--- config.mk ---
export PLATFORM = sky130hd
export DESIGN_NAME = fpu_operand_encoder
export DESIGN_NICKNAME = d
export VERILOG_FILES = /design/src/rtl/fpu_pkg.sv /design/src/rtl/fpu_int_normalizer.sv /design/src/rtl/fpu_operand_encoder.sv
export SDC_FILE = /design/constraint.sdc
export NUM_CORES = 1
export LEC_CHECK = 0
export BUFFER_PORTS_ARGS = -buffer_cell sky130_fd_sc_hd__buf_2
export CORE_ASPECT_RATIO = 1.1
export CORE_MARGIN = 3
export CORE_UTILIZATION = 57
export DETAILED_ROUTE_END_ITERATION = 7
export GPL_TIMING_DRIVEN = 0
export PLACE_DENSITY = 0.8
export SLEW_MARGIN = 20
export SYNTH_ARGS = -nofsm -noshare
export SYNTH_HDL_FRONTEND = slang
export SYNTH_SLANG_ARGS = --single-unit
--- constraint.sdc ---
create_clock -name clock -period 3.3 [get_ports clock]
set_clock_uncertainty 0.2 [all_clocks]
set_input_delay 0.33 -clock clock [delete_from_list [all_inputs] [get_ports clock]]
set_output_delay 0.33 -clock clock [all_outputs]
set_load 0.03 [all_outputs]
--- src/rtl/fpu_pkg.sv ---
// ============================================================================
// Module   : fpu_pkg
// Purpose  : Shared constants, operand format and encoder state type for the
//            FPU operand encoder.
// Revision : 1.0 - initial release
// ============================================================================
`default_nettype none

package fpu_pkg;

  localparam int EXP_W  = 6;
  localparam int FRAC_W = 25;

  localparam logic [EXP_W-1:0] EXP_BIAS = 6'd31;
  // Exponent for a magnitude whose bit31 is already set (2^31 -> 31 + 31).
  localparam logic [EXP_W-1:0] EXP_INIT = 6'd62;

  typedef struct packed {
    logic              sign;
    logic [EXP_W-1:0]  exp;
    logic [FRAC_W-1:0] frac;
  } fp_t;

  typedef enum logic [1:0] {
    IDLE = 2'd0,
    NORM = 2'd1,
    PACK = 2'd2,
    DONE = 2'd3
  } enc_state_t;

endpackage

`default_nettype wire

--- src/rtl/fpu_int_normalizer.sv ---
// ============================================================================
// Module   : fpu_int_normalizer
// Purpose  : One encoder lane: magnitude/exponent capture, serial left
//            normalisation and pack (truncate, or round-to-nearest-even when
//            FPU_ENC_ROUND_EN is defined).
// Revision : 1.0 - initial release
// ============================================================================
`default_nettype none

module fpu_int_normalizer
  import fpu_pkg::*;
#(
  parameter int INT_W = 32
) (
  input  logic             clock,
  input  logic             reset,
  input  logic             load,
  input  logic             norm,
  input  logic             pack,
  input  logic [INT_W-1:0] int_in,
  output logic             done,
  output logic [31:0]      op_out,
  output logic             inexact_out
);

  logic             r_sign;
  logic [INT_W-1:0] r_mag;
  logic [EXP_W-1:0] r_exp;
  fp_t              r_op;
  logic             r_inexact;

  logic [INT_W-1:0]  w_abs;
  logic              w_done;
  logic              w_inexact;
  logic [FRAC_W-1:0] w_frac;
  logic [EXP_W-1:0]  w_exp;
  fp_t               w_packed;

  // Unary minus keeps -2^31 as 0x80000000, which is the correct unsigned magnitude.
  assign w_abs     = int_in[INT_W-1] ? (-int_in) : int_in;
  assign w_done    = r_mag[INT_W-1] | (r_mag == '0);
  assign w_inexact = |r_mag[5:0];

`ifdef FPU_ENC_ROUND_EN
  logic              w_round_up;
  logic [FRAC_W:0]   w_frac_sum;

  assign w_round_up = r_mag[5] & ((|r_mag[4:0]) | r_mag[6]);
  assign w_frac_sum = {1'b0, r_mag[30:6]} + {{FRAC_W{1'b0}}, w_round_up};
  assign w_frac     = w_frac_sum[FRAC_W-1:0];
  assign w_exp      = r_exp + {{(EXP_W-1){1'b0}}, w_frac_sum[FRAC_W]};
`else
  assign w_frac     = r_mag[30:6];
  assign w_exp      = r_exp;
`endif

  always_comb begin
    w_packed = '0;
    if (r_mag != '0) begin
      w_packed.sign = r_sign;
      w_packed.exp  = w_exp;
      w_packed.frac = w_frac;
    end
  end

  always_ff @(posedge clock or negedge reset) begin
    if (!reset) begin
      r_sign    <= 1'b0;
      r_mag     <= '0;
      r_exp     <= '0;
      r_op      <= '0;
      r_inexact <= 1'b0;
    end else begin
      if (load) begin
        r_sign <= int_in[INT_W-1];
        r_mag  <= w_abs;
        r_exp  <= EXP_INIT;
      end else if (norm && !w_done) begin
        r_mag  <= {r_mag[INT_W-2:0], 1'b0};
        r_exp  <= r_exp - 6'd1;
      end
      if (pack) begin
        r_op      <= w_packed;
        r_inexact <= w_inexact;
      end
    end
  end

  assign done        = w_done;
  assign op_out      = r_op;
  assign inexact_out = r_inexact;

endmodule

`default_nettype wire

--- src/rtl/fpu_operand_encoder.sv ---
// ============================================================================
// Module   : fpu_operand_encoder
// Purpose  : Encodes two signed integers into FPU float operands with a
//            valid/ready handshake. Optional macro: FPU_ENC_ROUND_EN.
// Revision : 1.0 - initial release
// ============================================================================
`default_nettype none

module fpu_operand_encoder
  import fpu_pkg::*;
#(
  parameter int INT_W = 32
) (
  input  logic             clock,
  input  logic             reset,
  input  logic             in_valid,
  output logic             in_ready,
  input  logic [INT_W-1:0] int_a_in,
  input  logic [INT_W-1:0] int_b_in,
  output logic             out_valid,
  input  logic             out_ready,
  output logic [31:0]      op_A_out,
  output logic [31:0]      op_B_out,
  output logic [1:0]       inexact_out
);

  enc_state_t r_state;
  logic       r_out_valid;

  logic w_load;
  logic w_norm;
  logic w_pack;
  logic w_done_a;
  logic w_done_b;
  logic w_inexact_a;
  logic w_inexact_b;

  assign w_load = (r_state == IDLE) & in_valid;
  assign w_norm = (r_state == NORM);
  assign w_pack = (r_state == PACK);

  fpu_int_normalizer #(.INT_W(INT_W)) u_lane_a (
    .clock       (clock),
    .reset       (reset),
    .load        (w_load),
    .norm        (w_norm),
    .pack        (w_pack),
    .int_in      (int_a_in),
    .done        (w_done_a),
    .op_out      (op_A_out),
    .inexact_out (w_inexact_a)
  );

  fpu_int_normalizer #(.INT_W(INT_W)) u_lane_b (
    .clock       (clock),
    .reset       (reset),
    .load        (w_load),
    .norm        (w_norm),
    .pack        (w_pack),
    .int_in      (int_b_in),
    .done        (w_done_b),
    .op_out      (op_B_out),
    .inexact_out (w_inexact_b)
  );

  always_ff @(posedge clock or negedge reset) begin
    if (!reset) begin
      r_state     <= IDLE;
      r_out_valid <= 1'b0;
    end else begin
      case (r_state)
        IDLE: if (in_valid) r_state <= NORM;
        NORM: if (w_done_a && w_done_b) r_state <= PACK;
        PACK: begin
          r_state     <= DONE;
          r_out_valid <= 1'b1;
        end
        DONE: if (out_ready) begin
          r_state     <= IDLE;
          r_out_valid <= 1'b0;
        end
        default: r_state <= IDLE;
      endcase
    end
  end

  assign in_ready    = (r_state == IDLE);
  assign out_valid   = r_out_valid;
  assign inexact_out = {w_inexact_b, w_inexact_a};

endmodule

`default_nettype wire

==> flow_metrics.env, run 1 <==
export IMPL_status="finished, final reports clean"
export IMPL_fin_ws_ns=0.144
export IMPL_cts_sinks=147
export IMPL_cap_viol_max_count=0
export IMPL_holdCritPathClass="in -> reg"
export IMPL_tightestPinTransition_ns=1.00
export IMPL_r2r_start="u_lane_a.r_mag[6]"
export IMPL_dpl_cell_area_sq_mm=0.00880
export IMPL_timing_fmax_ghz=0.317
export IMPL_antenna_found_initial=0
export IMPL_wl_per_cell_um=19.0
export IMPL_synth_cells=742
export IMPL_cts_buffer_depth=2
export IMPL_grtUsageTotal=0.276
export IMPL_drive_gt1_frac=0.273
export IMPL_setup_worst_path_end_class="register"
export IMPL_path_class="reg -> reg"
export IMPL_dieWidth_um=118
export IMPL_nFillCells=1056
export IMPL_die_area_sq_mm=0.0152
export IMPL_diodes=0
export IMPL_num_vias=6703
export IMPL_setup_viol=0
export IMPL_synth_edf_count=0
export IMPL_rsz0062_at_grt="no"
export IMPL_finalCriticalPeriod_ns=3.16
export IMPL_drc=0
export IMPL_finalNonFillerCells=1094
export IMPL_syn_nets=818
export IMPL_die_y_um=129
export IMPL_dr_first_iter_drc_count=633
export IMPL_cts_setup_buffers=0
export IMPL_finish_instance_area_sq_mm=0.00937
export IMPL_period_share=0.956
export IMPL_numCtsBuffers=17
export IMPL_cts_resized=0
export IMPL_power_density_mw_per_mm2=977
export IMPL_crit_fanout=19
export IMPL_dr_pass1_iters=5
export IMPL_multi_input_area_sq_mm=0.00388
export IMPL_finalHoldViolCount=0
export IMPL_reg2reg_depth=7
export IMPL_boundaryPins=136
export IMPL_worst_ep_required_time_ns=3.36
export IMPL_synth_seq_area_share=0.468
export IMPL_start_util=0.590
export IMPL_p_leak_nw=4.19
export IMPL_async_reset_ff_frac=1.00
export IMPL_synth_area_per_cell_sq_um=10.6
export IMPL_hpwl_mm=14.9
export IMPL_ys_flop_type="dfrtp_1"
export IMPL_viasPerCell=6.13
export IMPL_vdd_drop_max_v=0.000500
export IMPL_ys_ff_latch=147
export IMPL_clk_latency_ns=0.42
export IMPL_ys_types=44
export IMPL_crit_arrival_ns=3.22
export IMPL_grt_ovfl_total=0
export IMPL_max_slew_margin=0.332
export IMPL_r2r_slack_ns=0.14
export IMPL_yosys_warnings=0
export IMPL_gp_congestion=0.948
export IMPL_synth_area_leader_cell="dfrtp_1"
export IMPL_synthToLayoutAreaGrowth_pct=19.2
export IMPL_holdPathStages=3
export IMPL_num_rows=44
export IMPL_cts_tree="yes"
export IMPL_antenna_left=0
export IMPL_slew_violations=0
export IMPL_grt_pass1_vias=6444
export IMPL_clkTransAtPathRegs_ns=0.06
export IMPL_portBuffers=135
export IMPL_nNetsFinal=975
export IMPL_rr_endpoint="u_lane_a.r_mag[11]"
export IMPL_synth_area_sq_mm=0.00786
export IMPL_core_area_sq_mm=0.0133
export IMPL_synth_top_cell_area_share=0.468
export IMPL_dp_cells=1062
export IMPL_pre_cts_slack_ns=0.178
export IMPL_clock_root_buffer="clkbuf_16"
export IMPL_synth_area_leaders="dfrtp_1 (47%), mux2_2 (7.9%), mux2i_1 (5.9%), xor2_1 (4.2%), nand2_1 (3.6%)"
export IMPL_startpoint_type="register"
export IMPL_fin_util=0.704
export IMPL_grt_max_degree=82
export IMPL_crit_path_end="u_lane_a.r_mag[11]"
export IMPL_wl_mm=20.8
export IMPL_grt_pass1_wl_mm=33.4
export IMPL_regArea_sq_mm=0.00368
export IMPL_hold_slack_ns=0.0279
export IMPL_htree_levels=4
export IMPL_crit_start="u_lane_a.r_mag[6]"
[worst max-delay path, cell delays in order (launching register included)]
cell and delay (ns):
dfrtp_1 0.42, nor4_1 0.36, nand4_1 0.25, o31ai_1 0.32, clkbuf_1 0.44, buf_2 0.54
mux2i_1 0.32, o21ai_0 0.15
[routing by layer]
layer | GRT usage | part of all wire | up-vias
met4 | 0.118 | 0.030 | 0
met2 | 0.459 | 0.49 | 308
met1 | 0.360 | 0.41 | 3281
met3 | 0.0537 | 0.070 | 49
met5 | 0 | 0 | -
li1 | - | - | 3065
[per-stage QoR]
step                      total power, mW  TNS, ns
after floorplan                      6.11        0
after global placement               7.22   -54.14
after detailed placement             7.36        0
after CTS                            9.18        0
after global routing                 9.70        0
final                                9.16        0
[report_power, final]
group / switching [mW] / leakage [nW] / internal (mW) / total, mW
combinational: 2.45 / 2.16 / 1.59 / 4.03
clock: 0.727 / 0.263 / 1.06 / 1.79
sequential: 0.673 / 1.76 / 2.67 / 3.34
total: 3.85 / 4.19 / 5.31 / 9.16
[cell usage after synthesis, types with 14 or more instances]
library cell  number
dfrtp_1          147
nand2_1           76
mux2_2            55
mux2i_1           46
nand3_1           41
clkbuf_1          39
xor2_1            38
o21ai_0           32
o221ai_1          23
o31ai_1           23
xnor2_1           22
nor4_1            21
nor2_1            19
inv_1             18
or3_1             18
o41ai_1           17
or4_1             14
[registers in the layout (all words and copies together) (netlist names)]
register and count:
u_lane_a.inexact_out 1, u_lane_a.r_exp 6, out_valid 1, u_lane_b.r_sign 1, u_lane_a.r_mag 32, u_lane_a.op_out 32
u_lane_b.op_out 32, u_lane_b.r_mag 32, u_lane_a.r_sign 1, u_lane_b.inexact_out 1, r_state 2, u_lane_b.r_exp 6
[placed cells by master, fill, tap and decap left out, drive strengths merged, types with 4 or more instances in the layout]
| cell | netlist | layout |
|---|---|---|
| a22o | 7 | 7 |
| a31oi | 5 | 5 |
| buf | 14 | 150 |
| clkbuf | 39 | 58 |
| clkinv | 0 | 6 |
| dfrtp | 147 | 147 |
| ha | 8 | 8 |
| inv | 18 | 18 |
| mux2 | 55 | 55 |
| mux2i | 46 | 46 |
| nand2 | 76 | 76 |
| nand3 | 41 | 41 |
| nand4 | 4 | 4 |
| nor2 | 19 | 19 |
| nor3 | 8 | 8 |
| nor4 | 21 | 21 |
| o211ai | 5 | 5 |
| o21ai | 32 | 32 |
| o221ai | 23 | 23 |
| o2bb2ai | 8 | 8 |
| o31ai | 27 | 27 |
| o41ai | 19 | 19 |
| or2 | 7 | 7 |
| or3 | 18 | 18 |
| or4 | 17 | 17 |
| xnor2 | 22 | 22 |
| xor2 | 38 | 38 |
[layout make-up]
cell class | count | area share
flip-flops and latches | 147 | 0.392
repair buffers | 139 | 0.0793
well taps | 184 | 0.0246
clock inverters | 10 | 0.00921
inverters | 18 | 0.00721
plain buffers | 52 | 0.0246
multi-input cells | 524 | 0.414
clock buffers | 20 | 0.0487
[kinds of logic after synthesis]
family | synth area share
AO/OA/AOI/OAI | 0.134
flip-flops | 0.468
XOR/XNOR | 0.0668
adder cells (fa/ha/maj) | 0.0127
buffers and inverters | 0.0384
AND/OR/NAND/NOR | 0.143
multiplexers | 0.137
[timing repair]
item / CTS / global route
endpoints found under the hold margin: 82 / 0
hold buffers: 3 / 0
setup endpoints to repair: 0 / 10
[worst min path at each step]
stage                                from                   to
after floorplan                     reset            out_valid
after global placement    u_lane_a.r_sign      u_lane_a.r_sign
after detailed placement            reset  u_lane_a.op_out[21]
after CTS                    int_a_in[21]   u_lane_a.r_mag[21]
after global routing         int_a_in[21]   u_lane_a.r_mag[21]
final                        int_a_in[21]   u_lane_a.r_mag[21]
Power figures use the tool's default switching activity.
==> run 2: changes to the inputs <==
--- a/config.mk
+++ b/config.mk
@@ -15,4 +15,5 @@
 export SLEW_MARGIN = 20
 export SYNTH_ARGS = -nofsm -noshare
 export SYNTH_HDL_FRONTEND = slang
+export SYNTH_HIERARCHICAL = 1
 export SYNTH_SLANG_ARGS = --single-unit
==> flow_metrics.env, run 2 <==
export IMPL_status="finished, final reports clean"
export IMPL_final_cell_mix="dfrtp_1 (147), buf_2 (144), a21oi_1 (54)"
export IMPL_yosys_warnings=6
export IMPL_die_area_sq_mm=0.0152
export IMPL_synthToLayoutAreaGrowth_pct=19.7
export IMPL_core_area_sq_mm=0.0133
export IMPL_numCtsBuffers=17
export IMPL_slew_violations=0
export IMPL_grt_pass1_wl_mm=32.6
export IMPL_yosysMostFrequentCell="dfrtp_1"
export IMPL_grt_max_degree=94
export IMPL_finalHoldViolCount=0
export IMPL_rsz0062_at_grt="no"
export IMPL_drc=0
export IMPL_setup_viol=0
export IMPL_timing_fmax_ghz=0.327
export IMPL_start_util=0.587
export IMPL_setup_worst_path_end_class="register"
export IMPL_cts_resized=0
export IMPL_power_density_mw_per_mm2=1020
export IMPL_cts_tree="yes"
export IMPL_ys_ff_latch=147
export IMPL_hold_slack_ns=0.0176
export IMPL_syn_nets=827
export IMPL_gp_congestion=0.861
export IMPL_dpl_cell_area_sq_mm=0.00876
export IMPL_drive_gt1_frac=0.269
export IMPL_fin_ws_ns=0.241
export IMPL_grtUsageTotal=0.265
export IMPL_portBuffers=135
export IMPL_period_share=0.927
export IMPL_vdd_drop_max_v=0.000567
export IMPL_crit_arrival_ns=3.16
export IMPL_diodes=0
export IMPL_dr_first_iter_drc_count=574
export IMPL_synth_cells=751
export IMPL_boundaryPins=136
export IMPL_wl_mm=20.0
export IMPL_crit_fanout=10
export IMPL_htree_levels=4
export IMPL_dr_pass1_iters=5
export IMPL_synth_area_leader_cell="dfrtp_1"
export IMPL_startpoint_type="register"
export IMPL_holdCritPathClass="in -> reg"
export IMPL_cap_viol_max_count=0
export IMPL_hpwl_mm=14.4
export IMPL_antenna_left=0
export IMPL_pre_cts_slack_ns=0.300
export IMPL_async_reset_ff_frac=1.00
export IMPL_synthTopCellsByCount="dfrtp_1 (147), a21oi_1 (54), nand2_1 (51)"
export IMPL_synth_top_cell_area_share=0.471
export IMPL_fin_util=0.702
export IMPL_cts_buffer_depth=2
export IMPL_synth_area_leaders="dfrtp_1 (47%), mux2_2 (7.2%), xor2_1 (4.5%), a221oi_1 (3.6%), a21oi_1 (3.5%)"
export IMPL_finalCriticalPeriod_ns=3.06
export IMPL_nNetsFinal=984
export IMPL_finish_instance_area_sq_mm=0.00936
export IMPL_wl_per_cell_um=18.1
export IMPL_antenna_found_initial=0
export IMPL_synth_seq_area_share=0.471
export IMPL_max_slew_margin=0.579
export IMPL_grt_ovfl_total=0
export IMPL_r2r_slack_ns=0.24
export IMPL_synth_area_sq_mm=0.00782
export IMPL_cts_sinks=147
export IMPL_final_common_cell="dfrtp_1"
export IMPL_grt_pass1_vias=6586
export IMPL_power_mw=9.56
export IMPL_synth_area_per_cell_sq_um=10.4
export IMPL_dieWidth_um=118
export IMPL_path_class="reg -> reg"
export IMPL_tightestPinTransition_ns=0.632
export IMPL_viasPerCell=6.07
export IMPL_p_leak_nw=4.03
export IMPL_worst_ep_required_time_ns=3.40
export IMPL_synth_edf_count=0
export IMPL_die_y_um=129
export IMPL_num_rows=44
export IMPL_ys_flop_type="dfrtp_1"
export IMPL_clkTransAtPathRegs_ns=0.06
export IMPL_ys_types=47
export IMPL_num_vias=6707
export IMPL_clock_root_buffer="clkbuf_16"
export IMPL_clk_latency_ns=0.42
run 2: cell count changes in the layout (fill, tap and decap cells not counted), moves of 21 or more:
cell,change
a21oi_1,+51
nand3_1,-35
mux2i_1,-33
a221oi_1,+32
nand2_1,-25
o221ai_1,-23
nor2_1,+21
run 2: path summary, 6_finish.rpt:
kind | from | end | cells past startpoint
worst max-delay path | u_lane_b/r_mag[15] | r_state[1] | 8
worst min-delay path | out_ready | out_valid | 3
worst max register to register | u_lane_b/r_mag[15] | r_state[1] | 8
worst min register to register | u_lane_b/op_out[19] | u_lane_b/op_out[19] | 1
max in group asynchronous | reset | u_lane_a/r_mag[26] | 3
min in group asynchronous | reset | u_lane_b/op_out[26] | 2
run 2: timing repair:
item                                   CTS  global route
hold buffers                             2             0
buffers inserted                         0             0
endpoints found under the hold margin   55             0
run 2: kinds of logic (layout without fill, tap and decap cells):
kind of cell,Yosys count,in the layout,synth area share
xor gates and xnor gates,60,60,0.0672
adders and majority gates,8,8,0.0128
buffers and inverters,86,256,0.0439
and+or+nand+nor,196,196,0.145
muxes,64,64,0.0901
AOI/OAI and AO/OA,190,190,0.171
DFF,147,147,0.471
run 2: power breakdown:
part | switching (mW) | total, mW | internal [mW]
clock | 0.777 | 1.86 | 1.09
sequential | 0.718 | 3.43 | 2.71
combinational | 2.57 | 4.27 | 1.70
total | 4.06 | 9.56 | 5.50
run 2: metal layers:
metal  routed length (um)  GRT usage  vias up
met4                  287     0.0917        0
li1                     -          -     3078
met5                    0          0        -
met2                10300      0.463      294
met3                 1290     0.0545       28
met1                 8120      0.331     3307
run 2: final cells by class:
cell class | count | area (sq um)
fill | 1025 | 3970
timing repair buffer | 138 | 733
clock buffer | 19 | 453
tap | 184 | 230
buffer | 54 | 223
clock inverter | 13 | 124
multi-input combinational | 518 | 3800
inverter | 32 | 120
sequential | 147 | 3680
run 2: worst max-delay path, cell delays in order, from the launching register on:
cell and delay, ns:
dfrtp_1 0.45, nor4_1 0.43, nand4_1 0.23, nor3_2 0.36, buf_2 0.29, or2_2 0.14
nand2_1 0.04, a222oi_1 0.42, mux2_1 0.37
run 2: metrics by stage:
stage,std cells,TNS (ns)
6_report,1105,0
5_1_grt,1105,0
4_1_cts,1105,0
3_5_place_dp,1071,0
3_3_place_gp,1070,-57.67
2_1_floorplan,751,0
==> run 3: changes to the inputs <==
--- a/config.mk
+++ b/config.mk
@@ -8,10 +8,11 @@
 export BUFFER_PORTS_ARGS = -buffer_cell sky130_fd_sc_hd__buf_2
 export CORE_ASPECT_RATIO = 1.1
 export CORE_MARGIN = 3
-export CORE_UTILIZATION = 57
+export CORE_UTILIZATION = 58
+export CTS_BUF_LIST = sky130_fd_sc_hd__clkbuf_2
 export DETAILED_ROUTE_END_ITERATION = 7
 export GPL_TIMING_DRIVEN = 0
-export PLACE_DENSITY = 0.8
+export PLACE_DENSITY = 0.81
 export SLEW_MARGIN = 20
 export SYNTH_ARGS = -nofsm -noshare
 export SYNTH_HDL_FRONTEND = slang
==> flow_metrics.env, run 3 (synthesis results as in run 2) <==
export IMPL_timing_fmax_ghz=0.324
export IMPL_p_leak_nw=4.33
export IMPL_wl_met1_mm=8.74
export IMPL_power_density_mw_per_mm2=906
export IMPL_drc=0
export IMPL_wl_mm=23.8
export IMPL_max_slew_margin=0.557
export IMPL_core_area_sq_mm=0.0129
export IMPL_final_common_cell="dfrtp_1"
export IMPL_boundaryPins=136
export IMPL_dieWidth_um=117
export IMPL_cts_hold_buffers=104
export IMPL_rr_endpoint="r_state[1]"
export IMPL_rsz0062_at_grt="no"
export IMPL_clkTransAtPathRegs_ns=0.24
export IMPL_holdPathStages=4
export IMPL_holdCritPathClass="in -> reg"
export IMPL_path_class="reg -> reg"
export IMPL_wl_met2_mm=12.2
export IMPL_cts_tree="yes"
export IMPL_slowest_stage="nor4_1"
export IMPL_r2r_slack_ns=0.21
export IMPL_diodes=0
export IMPL_holdPathEnd="u_lane_a/r_mag[13]"
export IMPL_gp_congestion=0.881
export IMPL_status="finished, final reports clean"
export IMPL_clk_latency_ns=0.75
export IMPL_die_area_sq_mm=0.0149
export IMPL_start_util=0.605
export IMPL_top_layer="met4"
export IMPL_cts_buffer_depth=2
export IMPL_crit_cells=8
export IMPL_period_share=0.937
export IMPL_slew_violations=0
export IMPL_antenna_left=0
export IMPL_hold_slack_ns=0.0706
export IMPL_worstPathCellList="nor4_1 -> nand4_1 -> nor3_2 -> buf_2 -> or2_2 -> nand2_1 -> a222oi_1 -> mux2_1"
export IMPL_num_vias=7470
export IMPL_path_buf_inv=1
export IMPL_finalNonFillerCells=1180
export IMPL_worst_ep_required_time_ns=3.75
export IMPL_vdd_drop_max_v=0.000706
export IMPL_min_from="int_a_in[13]"
export IMPL_finish_instance_area_sq_mm=0.0101
export IMPL_nNetsFinal=1086
export IMPL_viasPerCell=6.33
export IMPL_reg2reg_depth=8
export IMPL_slowest_delay_ns=0.50
export IMPL_final_cell_mix="dfrtp_1 (147), buf_2 (144), dlygate4sd3_1 (103)"
export IMPL_htree_levels=4
export IMPL_grt_max_degree=93
export IMPL_tightestPinTransition_ns=0.664
export IMPL_cts_setup_buffers=0
export IMPL_cap_viol_max_count=0
export IMPL_grt_pass1_wl_mm=38.2
export IMPL_critPathTopFamily="simple AND/OR/NAND/NOR gates"
export IMPL_clock_root_buffer="clkbuf_2"
export IMPL_synthToLayoutAreaGrowth_pct=28.6
export IMPL_num_rows=43
export IMPL_dr_pass1_iters=5
export IMPL_antenna_found_initial=0
export IMPL_grtUsageTotal=0.327
export IMPL_numCtsBuffers=17
export IMPL_grt_pass1_vias=7615
export IMPL_setup_worst_path_end_class="register"
export IMPL_portBuffers=135
export IMPL_met3_length_mm=1.84
export IMPL_cts_resized=0
export IMPL_wl_per_cell_um=20.2
export IMPL_die_y_um=128
export IMPL_r2r_start="u_lane_b/r_mag[22]"
export IMPL_startpoint_type="register"
export IMPL_dr_first_iter_drc_count=788
export IMPL_crit_arrival_ns=3.54
export IMPL_cts_sinks=147
export IMPL_grt_ovfl_total=0
export IMPL_dpl_cell_area_sq_mm=0.00873
export IMPL_dp_cells=1044
export IMPL_setup_viol=0
export IMPL_drive_gt1_frac=0.241
export IMPL_nFillCells=801
export IMPL_crit_fanout=10
export IMPL_finalHoldViolCount=0
export IMPL_hpwl_mm=14.5
export IMPL_finalCriticalPeriod_ns=3.09
run 3: cell count changes in the layout (fill, tap and decap cells not counted), sizes merged:
cell,previous run,this run
buf,150,151
bufinv,1,3
clkbuf,59,57
clkinv,3,4
clkinvlp,5,4
dlygate4sd3,2,103
run 3: report_power, final:
| part | switching (mW) | internal [mW] | total [mW] | leakage (nW) |
|---|---|---|---|---|
| clock network | 0.705 | 0.429 | 1.13 | 0.143 |
| registers | 0.758 | 2.69 | 3.45 | 1.72 |
| logic | 2.70 | 1.82 | 4.52 | 2.47 |
| total | 4.16 | 4.94 | 9.10 | 4.33 |
run 3: how the worst max path moves through the flow:
stage,start,end
detailed placement,u_lane_b/r_mag[15],r_state[1]
global route,u_lane_b/r_mag[22],r_state[1]
finish,u_lane_b/r_mag[22],r_state[1]
global placement,reset,u_lane_a/op_out[10]
CTS,u_lane_b/r_mag[15],r_state[1]
floorplan,u_lane_a/r_mag[3],r_state[1]
run 3: per-layer routing:
metal  track usage  vias to the layer above
li1              -                     3290
met1         0.380                     3592
met2         0.560                      481
met3        0.0694                      107
met4         0.169                        0
met5             0                        -
run 3: cell type report:
class | count | area (sq um) | area share
Buffer | 54 | 223 | 0.0222
Clock buffer | 17 | 85.1 | 0.00847
Clock inverter | 15 | 180 | 0.0179
Inverter | 32 | 120 | 0.0120
Multi-Input combinational cell | 518 | 3800 | 0.378
Sequential cell | 147 | 3680 | 0.366
Tap cell | 157 | 196 | 0.0195
Timing Repair Buffer | 240 | 1770 | 0.176
run 3: worst min-delay path, cell delays in order:
cell and delay (ns):
buf_2 0.10, clkbuf_1 0.25, xor2_1 0.25, a21oi_1 0.08
run 3: metrics by stage:
stage / worst slack (ns) / util / setup TNS (ns) / power [mW]
4_1_cts: 0.269 / 0.778 / 0 / 8.91
6_report: 0.210 / 0.778 / 0 / 9.10
5_1_grt: 0.0207 / 0.778 / 0 / 9.65
3_3_place_gp: -0.385 / 0.673 / -54.59 / 7.51
3_5_place_dp: 0.304 / 0.676 / 0 / 7.68
2_1_floorplan: 0.806 / - / 0 / 6.38
